## config.mk

```make
export PLATFORM = sky130hd
export DESIGN_NAME = fetch_queue_flat
export DESIGN_NICKNAME = d
export VERILOG_FILES = /design/src/rtl/fetch_queue_pkg.sv /design/src/rtl/fetch_queue_if.sv /design/src/rtl/fetch_queue_ram.sv /design/src/rtl/fetch_queue.sv /design/src/flat_wrapper.sv
export SDC_FILE = /design/constraint.sdc
export NUM_CORES = 1
export LEC_CHECK = 0
export CORE_ASPECT_RATIO = 0.9
export CORE_MARGIN = 1.5
export CORE_UTILIZATION = 35
export DETAILED_ROUTE_END_ITERATION = 10
export DONT_BUFFER_PORTS = 1
export PLACE_DENSITY = 0.48
export SLEW_MARGIN = 10
export SYNTH_ARGS = -nofsm -noshare
export SYNTH_HDL_FRONTEND = slang
export SYNTH_SLANG_ARGS = --single-unit
```

## constraint.sdc

```tcl
create_clock -name Clk -period 3.31 [get_ports Clk]
set_clock_uncertainty 0.15 [all_clocks]
set_input_delay 0.331 -clock Clk [delete_from_list [all_inputs] [get_ports Clk]]
set_output_delay 0.331 -clock Clk [all_outputs]
set_load 0.05 [all_outputs]
```

## src/rtl/fetch_queue_pkg.sv

```systemverilog
// Shared definitions for the instruction fetch queue: FSM encoding and default depth.
package fetch_queue_pkg;

   // Default number of queue entries (power of two, 2..16).
   localparam int unsigned FQ_DEPTH_DEFAULT = 4;

   // RUN issues fetches normally; DRAIN swallows responses to fetches
   // that were in flight when a redirect arrived.
   typedef enum logic {
      FQ_RUN   = 1'b0,
      FQ_DRAIN = 1'b1
   } fq_state_e;

endpackage

```

## src/rtl/fetch_queue_if.sv

```systemverilog
// Bundle of the fetch queue's PC, memory and decode-side signals.
//
// Handshakes: a memory request transfers in a cycle where MemReq and MemGnt
// are both high (PCAdvance mirrors that transfer); a response transfers in
// any cycle where MemRvalid is high, one per granted request, in order; the
// head instruction transfers in a cycle where InstrValid and InstrReady are
// both high. MemReq and InstrValid never depend on MemGnt or InstrReady.
interface fetch_queue_if;
   logic [31:0] PCResult;
   logic        PCAdvance;
   logic [31:0] MemAddr;
   logic        MemReq;
   logic        MemGnt;
   logic [31:0] MemRdata;
   logic        MemRvalid;
   logic        Flush;
   logic [31:0] InstrOut;
   logic [31:0] InstrPC;
   logic        InstrValid;
   logic        InstrReady;

   // The fetch queue itself.
   modport master (
      input  PCResult, MemGnt, MemRdata, MemRvalid, Flush, InstrReady,
      output PCAdvance, MemAddr, MemReq, InstrOut, InstrPC, InstrValid
   );

   // The surrounding pipeline: PC register, instruction memory, decode.
   modport slave (
      output PCResult, MemGnt, MemRdata, MemRvalid, Flush, InstrReady,
      input  PCAdvance, MemAddr, MemReq, InstrOut, InstrPC, InstrValid
   );
endinterface

```

## src/rtl/fetch_queue_ram.sv

```systemverilog
// Entry storage: DEPTH x 64 bits, {pc, instr}; separate write ports for each
// half so a grant and a response can land in the same cycle, async read.
module fetch_queue_ram
   import fetch_queue_pkg::*;
#(
   parameter int unsigned DEPTH = FQ_DEPTH_DEFAULT,
   parameter int unsigned AW    = $clog2(DEPTH)
) (
   input  logic          clk,
   input  logic          pc_we,
   input  logic [AW-1:0] pc_waddr,
   input  logic [31:0]   pc_wdata,
   input  logic          d_we,
   input  logic [AW-1:0] d_waddr,
   input  logic [31:0]   d_wdata,
   input  logic [AW-1:0] raddr,
   output logic [63:0]   rdata
);

   logic [63:0] mem_q [DEPTH];

   // Write PC half on grant and instruction half on response; contents are never reset.
   always_ff @(posedge clk) begin
      if (pc_we) mem_q[pc_waddr][63:32] <= pc_wdata;
      if (d_we)  mem_q[d_waddr][31:0]   <= d_wdata;
   end

   assign rdata = mem_q[raddr];

endmodule

```

## src/rtl/fetch_queue.sv

```systemverilog
// Instruction fetch queue: issues PC requests to memory, buffers returned
// words in order, and drains stale responses after a redirect.
module fetch_queue
   import fetch_queue_pkg::*;
#(
   parameter int unsigned DEPTH = FQ_DEPTH_DEFAULT
) (
   input  logic          Clk,
   input  logic          Reset,
   fetch_queue_if.master bus,
   output fq_state_e     state_dbg
);

   localparam int unsigned   AW      = $clog2(DEPTH);
   localparam int unsigned   PW      = AW + 1;
   localparam logic [PW-1:0] DEPTH_P = PW'(DEPTH);
   localparam logic [PW-1:0] ONE_P   = PW'(1);

   // head: next to decode; fill: next to receive data; tail: next to allocate.
   fq_state_e     state_q, state_d;
   logic [PW-1:0] head_q, head_d;
   logic [PW-1:0] fill_q, fill_d;
   logic [PW-1:0] tail_q, tail_d;
   logic [PW-1:0] disc_q, disc_d;

   logic [PW-1:0] occ;
   logic [PW-1:0] in_flight;
   logic [PW-1:0] flush_base;
   logic          mem_req;
   logic          grant;
   logic          rsp_take;
   logic          instr_valid;
   logic          pop;
   logic [63:0]   head_entry;

   // Handshake qualifiers; a stray response (nothing in flight) is ignored.
   always_comb begin
      occ         = tail_q - head_q;
      in_flight   = tail_q - fill_q;
      mem_req     = (state_q == FQ_RUN) && (occ < DEPTH_P) && !bus.Flush && !Reset;
      grant       = mem_req && bus.MemGnt;
      rsp_take    = bus.MemRvalid && (state_q == FQ_RUN) && !bus.Flush && (in_flight != '0);
      instr_valid = (fill_q != head_q) && !Reset;
      pop         = instr_valid && bus.InstrReady;
   end

   // Pointer, discard-counter and RUN/DRAIN next-state logic.
   always_comb begin
      head_d     = head_q;
      fill_d     = fill_q;
      tail_d     = tail_q;
      disc_d     = disc_q;
      state_d    = state_q;
      // disc_q is zero in RUN and tail==fill in DRAIN, so this sum is the
      // number of responses still owed by memory in either state.
      flush_base = disc_q + in_flight;
      if (bus.Flush) begin
         head_d  = tail_q;
         fill_d  = tail_q;
         tail_d  = tail_q;
         disc_d  = flush_base - ((bus.MemRvalid && (flush_base != '0)) ? ONE_P : '0);
         state_d = (disc_d != '0) ? FQ_DRAIN : FQ_RUN;
      end else begin
         if (grant)    tail_d = tail_q + ONE_P;
         if (rsp_take) fill_d = fill_q + ONE_P;
         if (pop)      head_d = head_q + ONE_P;
         if ((state_q == FQ_DRAIN) && bus.MemRvalid) begin
            disc_d = disc_q - ONE_P;
            if (disc_d == '0) state_d = FQ_RUN;
         end
      end
   end

   // State register; reset drops every entry immediately without draining.
   always_ff @(posedge Clk or posedge Reset) begin
      if (Reset) begin
         state_q <= FQ_RUN;
         head_q  <= '0;
         fill_q  <= '0;
         tail_q  <= '0;
         disc_q  <= '0;
      end else begin
         state_q <= state_d;
         head_q  <= head_d;
         fill_q  <= fill_d;
         tail_q  <= tail_d;
         disc_q  <= disc_d;
      end
   end

   fetch_queue_ram #(.DEPTH(DEPTH), .AW(AW)) u_ram (
      .clk      (Clk),
      .pc_we    (grant),
      .pc_waddr (tail_q[AW-1:0]),
      .pc_wdata (bus.PCResult),
      .d_we     (rsp_take),
      .d_waddr  (fill_q[AW-1:0]),
      .d_wdata  (bus.MemRdata),
      .raddr    (head_q[AW-1:0]),
      .rdata    (head_entry)
   );

   assign bus.MemAddr    = bus.PCResult;
   assign bus.MemReq     = mem_req;
   assign bus.PCAdvance  = grant;
   assign bus.InstrValid = instr_valid;
   assign bus.InstrOut   = head_entry[31:0];
   assign bus.InstrPC    = head_entry[63:32];
   assign state_dbg      = state_q;

endmodule

```

## src/flat_wrapper.sv

```systemverilog
// flat-port wrapper written by rule: the top's interface ports become plain ports
module fetch_queue_flat import fetch_queue_pkg::*;
#(
   parameter int unsigned DEPTH = FQ_DEPTH_DEFAULT
)
  (Clk, Reset, state_dbg, bus_PCResult, bus_MemGnt, bus_MemRdata, bus_MemRvalid, bus_Flush, bus_InstrReady, bus_PCAdvance, bus_MemAddr, bus_MemReq, bus_InstrOut, bus_InstrPC, bus_InstrValid);
  fetch_queue_if bus_i ();
  input  logic Clk;
  input  logic Reset;
  output fq_state_e state_dbg;
  input wire logic [$bits(bus_i.PCResult)-1:0] bus_PCResult;
  input wire logic [$bits(bus_i.MemGnt)-1:0] bus_MemGnt;
  input wire logic [$bits(bus_i.MemRdata)-1:0] bus_MemRdata;
  input wire logic [$bits(bus_i.MemRvalid)-1:0] bus_MemRvalid;
  input wire logic [$bits(bus_i.Flush)-1:0] bus_Flush;
  input wire logic [$bits(bus_i.InstrReady)-1:0] bus_InstrReady;
  output wire logic [$bits(bus_i.PCAdvance)-1:0] bus_PCAdvance;
  output wire logic [$bits(bus_i.MemAddr)-1:0] bus_MemAddr;
  output wire logic [$bits(bus_i.MemReq)-1:0] bus_MemReq;
  output wire logic [$bits(bus_i.InstrOut)-1:0] bus_InstrOut;
  output wire logic [$bits(bus_i.InstrPC)-1:0] bus_InstrPC;
  output wire logic [$bits(bus_i.InstrValid)-1:0] bus_InstrValid;
  assign bus_i.PCResult = bus_PCResult;
  assign bus_i.MemGnt = bus_MemGnt;
  assign bus_i.MemRdata = bus_MemRdata;
  assign bus_i.MemRvalid = bus_MemRvalid;
  assign bus_i.Flush = bus_Flush;
  assign bus_i.InstrReady = bus_InstrReady;
  assign bus_PCAdvance = bus_i.PCAdvance;
  assign bus_MemAddr = bus_i.MemAddr;
  assign bus_MemReq = bus_i.MemReq;
  assign bus_InstrOut = bus_i.InstrOut;
  assign bus_InstrPC = bus_i.InstrPC;
  assign bus_InstrValid = bus_i.InstrValid;
  fetch_queue #(.DEPTH(DEPTH)) u_core (.Clk(Clk), .Reset(Reset), .bus(bus_i), .state_dbg(state_dbg));
endmodule
```

==> results.md <==
- Status: finished, final reports clean
- Ys flop type: edfxtp_1
- Netlist Area Pre-Place: approximately 11000 um2
- Number of flops mapped to enable cells by yosys: 256
- Initial antenna violation count: 0
- Post-synthesis xor/xnor area fraction: roughly 1.6%
- Core footprint: between 20000 and 30000 um2
- Die area: 31100 um2
- Synth-to-Final Area Change: 18.8%
- Met1 usage: roughly 16%
- Setup CP Type: reg -> reg
- Async S/R FF share, synth: 4.83%
- Final Slew Violations: 0
- CTS Buffer Depth: 3
- First-pass GRT wire length: approximately 30 mm
- Antenna-violating nets left: 0
- DRC violations left: 0
- Unique cell type count in the Yosys netlist: 40
- Synth Instances: ~480
- Synth area leader: edfxtp_1
- Fin Hold WS: approximately 0.093 ns
- Final Critical Period: about 3.2 ns
- RSZ-0062 raised after global routing: true
- Total GRT Usage: between 10% and 20%
- CP max stage cell: fa_2
- Row count: 60
- Lkg Pwr: 4.06 nW
- Drt pass-1 iters: 4
- Data arrival, critical path: 3.51 ns
- Grt total ovfl: 0
- Number of DRC markers in iteration 0: between 200 and 300
- Syn_nets: approximately 570
- Initial core utilization: roughly 35%
- Worst-Margin Slew: between 0.9 and 1 ns
- Port bufs: 0
- TritonCTS clock tree: built
- GRT busiest layer: met2
- Syn_area_per_cell: between 20 and 25 um2
- Final worst slack: ~0.064 ns
- Fin util: 42.1%
- Pwr dens: around 860 nW/um2
- Simple-gate area share of the yosys netlist: around 1.4%
- Cts bufs inserted: 29
- # setup viols final: 0
- Adder-cell share of the synthesized area: ~2.3%
- Routed length per placed instance: just over 20 um
- Max frequency: 0.308 GHz
- Synth Area in Compound Gates: around 1.2%
- Post-synthesis mux area share: between 10% and 20%
- Via count: 4691
- Fraction of layout cells with a size suffix above 1: roughly a quarter
- Vias per cell: around 4.8
- CP Capture Type: flop
- Maximum vdd ir drop: roughly 0.46 mV
- Final worst path period share: a little over nine tenths
- Top cells by area, synth: edfxtp_1 (73%), mux4_2 (14%), dfrtp_1 (3.1%), buf_4 (2.3%), ha_1 (1.9%)
- YS warnings: 0
- H-Tree Depth: 1
- Crit path cell chain: inv_1 > ha_1 > inv_1 > fa_2 > fa_2 > xnor2_2 > xnor2_2 > o31a_1 > ha_1 > ha_1 > xnor2_1 > a21oi_1 > xnor2_1
- Hpwl dp: 11.0 mm
- Crit start category: flop
- Number of synthesized register bits: between 200 and 300
- Share of the yosys chip area belonging to registers: between 70% and 80%
- Met2 GRT Util: roughly 22%
- MaxCap Viol Count: 0
- Root buffer cell: clkbuf_16
- GPL Wtd Cong: 0.717
- CP max stage delay: 0.50 ns
- Commonest cells post-synth: edfxtp_1 (256), mux4_2 (64), buf_4 (32), ha_1 (16)
- Vias in the first global route: between 5000 and 6000
- Clock sink count: 269
- Fin. Hold Viols: 0
- Nets: 637
- HP Class: in -> reg
- Die Span Y: roughly 170 um
- Count leader, synth: edfxtp_1
- Max-slew headroom: 37.3%
- CP Max Fanout: 2
- Met3 Resource Use GR: around 2.8%
- Routed WL: ~20 mm
- Clk pin slew, worst setup/hold paths: approximately 0.060 ns
- Die width: ~190 um
- Largest net degree at the start of global routing: ~70
- IO Pins: 170
- Skew-Pair Late Insertion Delay: between 0.5 and 0.6 ns
- Most used cell, CP: ha_1
- Final Non-Filler Cells: 975
- Area share of the largest cell type after synthesis: around 73%
- Number of diodes: 0
- Setup slack at placement: -0.102 ns
- Total power draw: roughly 11 mW
- Cells after DPL: roughly 850
- Largest family of logic cells by synthesized area: multiplexers
- Data required, critical path: about 3.6 ns
## per-layer routing
layer	routed length, um	up-vias
met4	409	0
met1	8150	2496
li1	-	2056
met2	10100	110
met5	0	-
met3	998	29
## cell usage in the layout (no fill, tap or decap), types with 2 or more instances in the layout
cell           instances
dfrtp_4                2
clkbuf_16             29
inv_1                 15
nand2_1                7
a21oi_1                5
xnor2_2                2
inv_6                  2
clkinv_1               8
nor2_1                 3
fa_2                   2
ha_1                  16
xnor2_1               14
dlygate4sd3_1         72
and2_2                 6
bufinv_16              2
nand3_1                4
mux4_2                64
dfrtp_1               11
clkbuf_1               7
clkinv_2               6
edfxtp_1             256
buf_4                 13
## through the flow
step,instance area [um2],TNS [ns]
after detailed placement,10900,-0.148
after CTS,12500,0
after global placement,10900,0
after global routing,12500,-0.0653
final,12500,0
after floorplan,10500,0
## area by class of cell
cell class | count | area, um2
clock buffers | 36 | 752
flip-flops and latches | 269 | 8020
multi-input cells | 147 | 2190
inverters | 15 | 56.3
fillers | 2663 | 17200
clock inverters | 18 | 138
repair buffers | 87 | 850
well taps | 403 | 504
## cells by family (layout without fill, tap and decap cells)
family / after synthesis / in the layout
buffers and inverters: 63 / 156
xor gates and xnor gates: 17 / 17
adders and majority gates: 18 / 18
muxes: 66 / 66
AOI/OAI and AO/OA: 17 / 17
DFF: 269 / 269
and+or+nand+nor: 29 / 29
## what timing repair did
action,4_1_cts,5_1_grt
setup endpoints to repair,2,3
hold buffers,72,0
buffers inserted,1,0
hold endpoints to repair,280,0
gates resized for setup,1,3
pin swaps,1,0
## critical path, delay by kind of cell (launching register included)
family	cells	cell delay, ns
adder cells (fa/ha/maj)	5	1.46
XOR/XNOR	4	0.64
flip-flops	1	0.38
AO/OA/AOI/OAI	2	0.35
buffers and inverters	2	0.14
## path summary, 6_finish.rpt
kind	startpoint	depth (start not counted)	slack (ns)	to
min in group asynchronous	Reset	2	0.18	u_core.tail_q[0]
max in group asynchronous	Reset	2	2.42	u_core.head_q[1]
setup reg to reg	u_core.tail_q[0]	13	0.06	u_core.disc_q[2]
hold / removal	bus_Flush	4	0.09	u_core.fill_q[2]
setup / recovery	u_core.tail_q[0]	13	0.06	u_core.disc_q[2]
hold reg to reg	u_core.tail_q[2]	2	0.42	u_core.tail_q[2]
## report_power, final
group / switching (mW) / internal, mW
clock network: 1.24 / 1.76
logic: 2.52 / 1.27
registers: 0.106 / 3.89
total: 3.87 / 6.92
## sequential cells by signal, indices dropped and copies added (netlist names)
| signal | flops |
|---|---|
| u_core.tail_q | 3 |
| u_core.head_q | 3 |
| u_core.u_ram.mem_q | 256 |
| u_core.fill_q | 3 |
| u_core.state_dbg | 1 |
| u_core.disc_q | 3 |
Power figures use the tool's default switching activity.
